File: src/rtl/alu_issue_arbiter.sv
// Shares one fixed-latency ALU among REQUESTERS clients; results are routed back by tag.
// Define ALU_ISSUE_ARB_ROTATE_EN for round-robin arbitration (default: fixed priority).
module alu_issue_arbiter #(
  parameter int REQUESTERS   = 8,
  parameter int TAG_WIDTH    = 3,
  parameter int OPCODE_WIDTH = 4,
  parameter int WORD_WIDTH   = 36,
  parameter int ALU_LATENCY  = 8
) (
  input  logic                               clock,
  input  logic                               reset,
  input  logic [REQUESTERS-1:0]              req,
  input  logic [REQUESTERS*OPCODE_WIDTH-1:0] req_op,
  input  logic [REQUESTERS*WORD_WIDTH-1:0]   req_A,
  input  logic [REQUESTERS*WORD_WIDTH-1:0]   req_B,
  output logic [REQUESTERS-1:0]              grant,
  output logic [OPCODE_WIDTH-1:0]            alu_op,
  output logic [WORD_WIDTH-1:0]              alu_A,
  output logic [WORD_WIDTH-1:0]              alu_B,
  output logic                               alu_valid,
  input  logic [WORD_WIDTH-1:0]              alu_R,
  output logic                               rsp_valid,
  output logic [TAG_WIDTH-1:0]               rsp_tag,
  output logic [WORD_WIDTH-1:0]              rsp_R,
  input  logic                               drain,
  output logic                               drained
);

  localparam int CNT_WIDTH = $clog2(ALU_LATENCY + 1);
  localparam logic [CNT_WIDTH-1:0] CNT_MAX = CNT_WIDTH'(ALU_LATENCY);

  localparam logic [1:0] ST_RUN     = 2'd0;  // RUN     | grants allowed
  localparam logic [1:0] ST_DRAIN   = 2'd1;  // DRAIN   | no grants, waiting for in-flight results
  localparam logic [1:0] ST_DRAINED = 2'd2;  // DRAINED | no grants, nothing in flight

  logic [1:0]              state;
  logic [1:0]              state_nxt;
  logic [REQUESTERS-1:0]   pending;
  logic [REQUESTERS-1:0]   rsp_clear;
  logic [CNT_WIDTH-1:0]    inflight;
  logic [CNT_WIDTH-1:0]    inflight_nxt;
  logic [REQUESTERS-1:0]   eligible;
  logic                    issue_ok;
  logic [REQUESTERS-1:0]   grant_vec;
  logic [TAG_WIDTH-1:0]    grant_idx;
  logic                    grant_any;

  logic                    valid_q;
  logic [TAG_WIDTH-1:0]    tag_q;
  logic [OPCODE_WIDTH-1:0] op_q;
  logic [WORD_WIDTH-1:0]   a_q;
  logic [WORD_WIDTH-1:0]   b_q;

  logic [ALU_LATENCY-1:0]  dl_valid;
  logic [TAG_WIDTH-1:0]    dl_tag [ALU_LATENCY];
  logic                    rsp_q;
  logic [TAG_WIDTH-1:0]    rsp_tag_q;

  assign rsp_q     = dl_valid[ALU_LATENCY-1];
  assign rsp_tag_q = dl_tag[ALU_LATENCY-1];

  // The capacity term only binds when REQUESTERS exceeds ALU_LATENCY.
  assign issue_ok = (state == ST_RUN) && !drain && !reset &&
                    ((inflight < CNT_MAX) || rsp_q);
  assign eligible = req & ~pending & {REQUESTERS{issue_ok}};

`ifdef ALU_ISSUE_ARB_ROTATE_EN
  logic [TAG_WIDTH-1:0] rr_ptr;

  always_comb begin
    int idx;
    idx       = 0;
    grant_vec = '0;
    grant_idx = '0;
    grant_any = 1'b0;
    for (int k = 0; k < REQUESTERS; k++) begin
      idx = int'(rr_ptr) + k;
      if (idx >= REQUESTERS) idx = idx - REQUESTERS;
      if (!grant_any && eligible[idx]) begin
        grant_any      = 1'b1;
        grant_vec[idx] = 1'b1;
        grant_idx      = TAG_WIDTH'(idx);
      end
    end
  end

  always_ff @(posedge clock) begin
    if (reset) begin
      rr_ptr <= '0;
    end else if (grant_any) begin
      rr_ptr <= (int'(grant_idx) == REQUESTERS - 1) ? '0 : grant_idx + 1'b1;
    end
  end
`else
  always_comb begin
    grant_vec = '0;
    grant_idx = '0;
    grant_any = 1'b0;
    for (int k = 0; k < REQUESTERS; k++) begin
      if (!grant_any && eligible[k]) begin
        grant_any    = 1'b1;
        grant_vec[k] = 1'b1;
        grant_idx    = TAG_WIDTH'(k);
      end
    end
  end
`endif

  assign grant = grant_vec;

  always_ff @(posedge clock) begin
    if (reset) begin
      valid_q <= 1'b0;
      tag_q   <= '0;
      op_q    <= '0;
      a_q     <= '0;
      b_q     <= '0;
    end else begin
      valid_q <= grant_any;
      tag_q   <= grant_idx;
      if (grant_any) begin
        op_q <= req_op[grant_idx*OPCODE_WIDTH +: OPCODE_WIDTH];
        a_q  <= req_A[grant_idx*WORD_WIDTH +: WORD_WIDTH];
        b_q  <= req_B[grant_idx*WORD_WIDTH +: WORD_WIDTH];
      end else begin
        op_q <= '0;
      end
    end
  end

  always_ff @(posedge clock) begin
    if (reset) begin
      dl_valid <= '0;
      for (int i = 0; i < ALU_LATENCY; i++) dl_tag[i] <= '0;
    end else begin
      dl_valid[0] <= valid_q;
      dl_tag[0]   <= tag_q;
      for (int i = 1; i < ALU_LATENCY; i++) begin
        dl_valid[i] <= dl_valid[i-1];
        dl_tag[i]   <= dl_tag[i-1];
      end
    end
  end

  always_comb begin
    rsp_clear = '0;
    for (int i = 0; i < REQUESTERS; i++) begin
      rsp_clear[i] = rsp_q && (int'(rsp_tag_q) == i);
    end
  end

  always_ff @(posedge clock) begin
    if (reset) begin
      pending <= '0;
    end else begin
      pending <= (pending | grant_vec) & ~rsp_clear;
    end
  end

  always_comb begin
    inflight_nxt = inflight;
    if (grant_any && !rsp_q) begin
      inflight_nxt = inflight + 1'b1;
    end else if (!grant_any && rsp_q) begin
      inflight_nxt = inflight - 1'b1;
    end
  end

  always_ff @(posedge clock) begin
    if (reset) begin
      inflight <= '0;
    end else begin
      inflight <= inflight_nxt;
    end
  end

  // Drained is judged on the post-update count so it rises the cycle after the last response.
  always_comb begin
    state_nxt = state;
    case (state)
      ST_RUN: begin
        if (drain) state_nxt = ST_DRAIN;
      end
      ST_DRAIN: begin
        if (!drain) state_nxt = ST_RUN;
        else if (inflight_nxt == '0) state_nxt = ST_DRAINED;
      end
      ST_DRAINED: begin
        if (!drain) state_nxt = ST_RUN;
      end
      default: state_nxt = ST_RUN;
    endcase
  end

  always_ff @(posedge clock) begin
    if (reset) begin
      state <= ST_RUN;
    end else begin
      state <= state_nxt;
    end
  end

  // Synchronous clear lands only at the edge, so outputs are also held quiet while reset is high.
  assign alu_valid = valid_q & ~reset;
  assign alu_op    = reset ? '0 : op_q;
  assign alu_A     = reset ? '0 : a_q;
  assign alu_B     = reset ? '0 : b_q;
  assign rsp_valid = rsp_q & ~reset;
  assign rsp_tag   = reset ? '0 : rsp_tag_q;
  assign rsp_R     = alu_R;
  assign drained   = (state == ST_DRAINED) && !reset;

endmodule

File: config.mk
export PLATFORM = sky130hd
export DESIGN_NAME = alu_issue_arbiter
export DESIGN_NICKNAME = d
export VERILOG_FILES = /design/src/rtl/alu_issue_arbiter.sv
export SDC_FILE = /design/constraint.sdc
export NUM_CORES = 1
export LEC_CHECK = 0
export BUFFER_PORTS_ARGS = -buffer_cell sky130_fd_sc_hd__buf_2
export CAP_MARGIN = 20
export CORE_AREA = 2 2 307 309
export CTS_BUF_LIST = sky130_fd_sc_hd__clkbuf_2
export CTS_CLUSTER_DIAMETER = 50
export CTS_CLUSTER_SIZE = 10
export DETAILED_ROUTE_END_ITERATION = 10
export DIE_AREA = 0 0 309 311
export PLACE_DENSITY = 0.4
export REMOVE_ABC_BUFFERS = 1
export SETUP_SLACK_MARGIN = 0.3
export SYNTH_ARGS = -nofsm -noshare
export SYNTH_HDL_FRONTEND = slang
export SYNTH_SLANG_ARGS = --single-unit
File: constraint.sdc
create_clock -name clock -period 2.9 [get_ports clock]
set_input_delay 0.435 -clock clock [delete_from_list [all_inputs] [get_ports clock]]
set_output_delay 0.435 -clock clock [all_outputs]
set_load 0.02 [all_outputs]
==> results.json, run 1 <==
{
  "cts.htree.levels": 4,
  "netlist_area_um2": 10500,
  "place.gp.congestion": 0.786,
  "yosys_warnings": 0,
  "ios": 781,
  "pre_cts_ws_ps": 81.4,
  "dieHeight_um": 311,
  "numClockSinks": 126,
  "die_w_um": 309,
  "portBuffers": 708,
  "cts.path.max_buffers": 2,
  "avgSynthCellArea_um2": 8.86,
  "post_cts_resized": 50,
  "hold_buffers": 622,
  "yosysUniqueCellTypes": 62,
  "postCtsSetupRepairBufs": 12,
  "dp_hpwl_mm": 52.7,
  "syn_inst": 1188,
  "synth_enable_flop_cells": 0,
  "status": "aborted with a tool error",
  "failing_step": "clock tree synthesis",
  "synth-async-reset-ratio_pct": 0,
  "firstError": "[ERROR RSZ-0060] Max buffer count reached.",
  "ys_ff_latch": 126,
  "cts_inserted_buffers": 17,
  "cts_root_buffer": "clkbuf_2",
  "start_util_pct": 11.3,
  "yosysSeqAreaShare_pct": 24.0,
  "synthFlopType": "dfxtp_1",
  "rows": 112
}
==> synthesized netlist by cell type, types with 3 or more instances <==
cell,number,area [µm²]
o2bb2ai_1,28,245
a31o_2,3,26.3
o2111ai_1,3,26.3
a221oi_2,31,465
o21ai_0,40,200
o22ai_1,7,43.8
o221ai_1,3,26.3
a311oi_1,4,35.0
buf_12,6,120
mux2_2,71,800
nand3_1,74,370
a211oi_1,78,586
and3_1,42,263
o211a_1,3,30.0
o211ai_1,7,52.6
buf_2,29,145
nor2_1,55,206
nor2b_1,123,769
inv_1,8,30.0
mux2i_1,187,1870
nand2b_1,10,62.6
nor3_1,3,15.0
dfxtp_1,126,2520
a221oi_1,5,43.8
clkbuf_1,69,259
o22a_1,7,61.3
a31oi_1,3,18.8
nand2_1,9,33.8
buf_6,10,113
a31o_1,32,280
buf_4,37,278
a21oi_1,37,185
nor4_1,3,18.8
==> cell families after synthesis <==
kind of cell	after synthesis	synth area share, %
xor+xnor	3	0.250
buf+inv	162	9.08
mux	258	25.4
flops	126	24.0
fa+ha+maj	2	0.238
compound gates	305	23.4
simple gates	332	17.7
==> metrics by stage <==
step                cell area (µm²)  instances  TNS (ps)  hold WS, ps
floorplan                      9610       1036   -466940          414
global placement              15600       3060         0          415
detailed placement            15600       3060         0          420
==> run 2: changes to the inputs <==
- CORE_AREA: 2 2 307 309 -> 2 2 308 310
- CTS_BUF_LIST: sky130_fd_sc_hd__clkbuf_2 -> default
- CTS_CLUSTER_DIAMETER: 50 -> default
- CTS_CLUSTER_SIZE: 10 -> default
- DIE_AREA: 0 0 309 311 -> 0 0 310 312
- PLACE_DENSITY: 0.4 -> default
- PLACE_DENSITY_LB_ADDON: default -> 0.15
- SETUP_SLACK_MARGIN: 0.3 -> default
==> run 2 against run 1 <==
  * The run now ends clean
  * Synthesized cell count unchanged
  * Area after synthesis unchanged
==> results.json, run 2 <==
{
  "status": "complete, no violations",
  "track_usage_pct": 15.0,
  "cts_root_buffer": "clkbuf_16",
  "hold_viol_final": 0,
  "top_regs": "a_q: 36 flops, b_q: 36 flops, dl_tag: 24 flops",
  "vdd_drop_max_mv": 0.420,
  "grt_overflow": 0,
  "startpoint_type": "register",
  "start_util_pct": 11.3,
  "ys_ff_latch": 126,
  "p_per_area_nw_per_um2": 380,
  "max_cap_violations": 0,
  "clkTransAtPathRegs_ps": 80,
  "dp_hpwl_mm": 59.6,
  "synth_enable_flop_cells": 0,
  "grt_max_degree": 129,
  "fin_area_um2": 16200,
  "syn_inst": 1188,
  "finalWorstSetupSlack_ps": 139,
  "synth_top_area_share_pct": 24.0,
  "end_kind": "primary output",
  "postCtsSetupRepairBufs": 0,
  "cp_max_fo": 8,
  "final_common_cell": "buf_2",
  "clk-insertion-delay-late_ps": 480,
  "first_pass_iters": 4,
  "yosysUniqueCellTypes": 62,
  "min_period_over_period_pct": 95.2,
  "route.detailed.drc": 0,
  "numClockSinks": 126,
  "rsz0062_at_grt": "no",
  "place_area_um2": 15600,
  "clock.fmax_mhz": 362,
  "pre_cts_ws_ps": -177,
  "min_from": "req_A[158]",
  "tightest_slew_ps": 747,
  "yosys.area.top_type": "dfxtp_1",
  "arrival_ps": 2330,
  "r2r_cells": 7,
  "synth_area_leaders": "dfxtp_1 (24%), mux2i_1 (18%), mux2_2 (7.6%)",
  "area_growth_pct": 54.4,
  "path_class": "reg -> out",
  "holdPathEnd": "a_q[14]$_SDFFE_PP0N_",
  "netlist_area_um2": 10500,
  "grt_pass1_vias": 13094,
  "whs_ps": 285,
  "tritoncts": "yes",
  "r2r_setup_slack_ps": 230,
  "cts_inserted_buffers": 17,
  "post_drt_wl_per_cell_um": 24.0,
  "die_w_um": 310,
  "maxSlewHeadroom_pct": 48.9,
  "place.gp.congestion": 0.830,
  "total_power_w": 0.00617,
  "leakagePower_nw": 7.03,
  "r2r_start": "pending[0]$_SDFF_PP0_",
  "portBuffers": 708,
  "cts.htree.levels": 4,
  "rows": 112,
  "min_path_cells": 3,
  "drive_gt1_share_pct": 51.0,
  "required_ps": 2470,
  "avgSynthCellArea_um2": 8.86,
  "hold_buffers": 0,
  "synthFlopType": "dfxtp_1",
  "layout_common_cells": "buf_2 (707), mux2i_1 (187), dfxtp_1 (126), nor2b_1 (123), a211oi_1 (78)",
  "cts.path.max_buffers": 2,
  "antenna_found_initial": 9,
  "ios": 781,
  "die-area_um2": 96700,
  "setup_viol": 0,
  "synth_common_cells": "mux2i_1 (187), dfxtp_1 (126), nor2b_1 (123)",
  "drv_slew": 0,
  "wirelength_mm": 74.9,
  "r2r-end": "op_q[1]$_SDFF_PP0_",
  "final.fill_count": 10687,
  "yosys_warnings": 0,
  "dieHeight_um": 312,
  "dr.first_iter.drc_count": 532,
  "final.min_clock_period_ps": 2760,
  "nNetsFinal": 2498,
  "vias_per_cell": 3.95,
  "core_um2": 93000,
  "synth-async-reset-ratio_pct": 0,
  "worstHoldPathType": "in -> reg",
  "yosysSeqAreaShare_pct": 24.0,
  "clock_skew_ps": 20.5,
  "final_core_util_pct": 17.5,
  "via_count": 12292,
  "grt_pass1_wl_mm": 101,
  "yosys.cell_count.top_type": "mux2i_1",
  "ant_nets": 0
}
[run 2: power by group]
part	switching (W)	internal [W]	leakage, nW
Sequential	0.0000342	0.00188	1.04
Combinational	0.00103	0.000870	5.71
Clock	0.00120	0.00116	0.283
Total	0.00227	0.00391	7.03
[run 2: area by class of cell]
cell class	instances	area (µm²)	share of cell area, %
well taps	1254	1570	9.66
flip-flops and latches	126	2520	15.5
clock inverters	15	164	1.01
diodes	6	15.0	0.0924
clock buffers	17	425	2.62
inverters	10	41.3	0.254
repair buffers	786	4370	26.9
multi-input cells	900	7140	44.0
[run 2: kinds of logic after synthesis]
logic type	share of synthesized area (%)
xor gates and xnor gates	0.250
DFF	24.0
muxes	25.4
and+or+nand+nor	17.7
buffers and inverters	9.08
AOI/OAI and AO/OA	23.4
adders and majority gates	0.238
[run 2: worst max path at each step]
| stage | start | endpoint |
|---|---|---|
| 6_report | state[1]$_SDFFE_PP0P_ | grant[6] |
| 5_1_grt | state[1]$_SDFFE_PP0P_ | grant[6] |
| 4_1_cts | state[0]$_SDFFE_PP0P_ | grant[6] |
| 3_5_place_dp | req[3] | op_q[1]$_SDFF_PP0_ |
| 3_3_place_gp | req[7] | op_q[1]$_SDFF_PP0_ |
| 2_1_floorplan | req[3] | b_q[11]$_SDFFE_PP0N_ |
[run 2: critical path: stages (launching register included)]
cell and delay, ps:
dfxtp_1 380, nor4_4 460, and4_1 300, nand2_2 190, nor3_2 300, buf_2 220
[run 2: per-stage QoR]
| step | instances | TNS, ps |
|---|---|---|
| 3_3_place_gp | 3076 | -183 |
| 4_1_cts | 3108 | 0 |
| 6_report | 3114 | 0 |
| 2_1_floorplan | 1036 | -466940 |
| 3_5_place_dp | 3076 | -177 |
| 5_1_grt | 3114 | 0 |
[run 2: timing repair]
action                                  in CTS  in global routing
pin swaps                                    0                  1
resized for setup                            5                  0
endpoints found under the setup margin       4                  2
[run 2: layer usage]
| layer | GRT usage, % | vias to the layer above | share of wire, % |
|---|---|---|---|
| met1 | 16.0 | 5843 | 38 |
| li1 | - | 5759 | - |
| met5 | 3.86 | - | 0.73 |
| met3 | 8.93 | 47 | 13 |
| met2 | 24.7 | 637 | 47 |
| met4 | 3.51 | 6 | 1.3 |
Power figures use the tool's default switching activity.
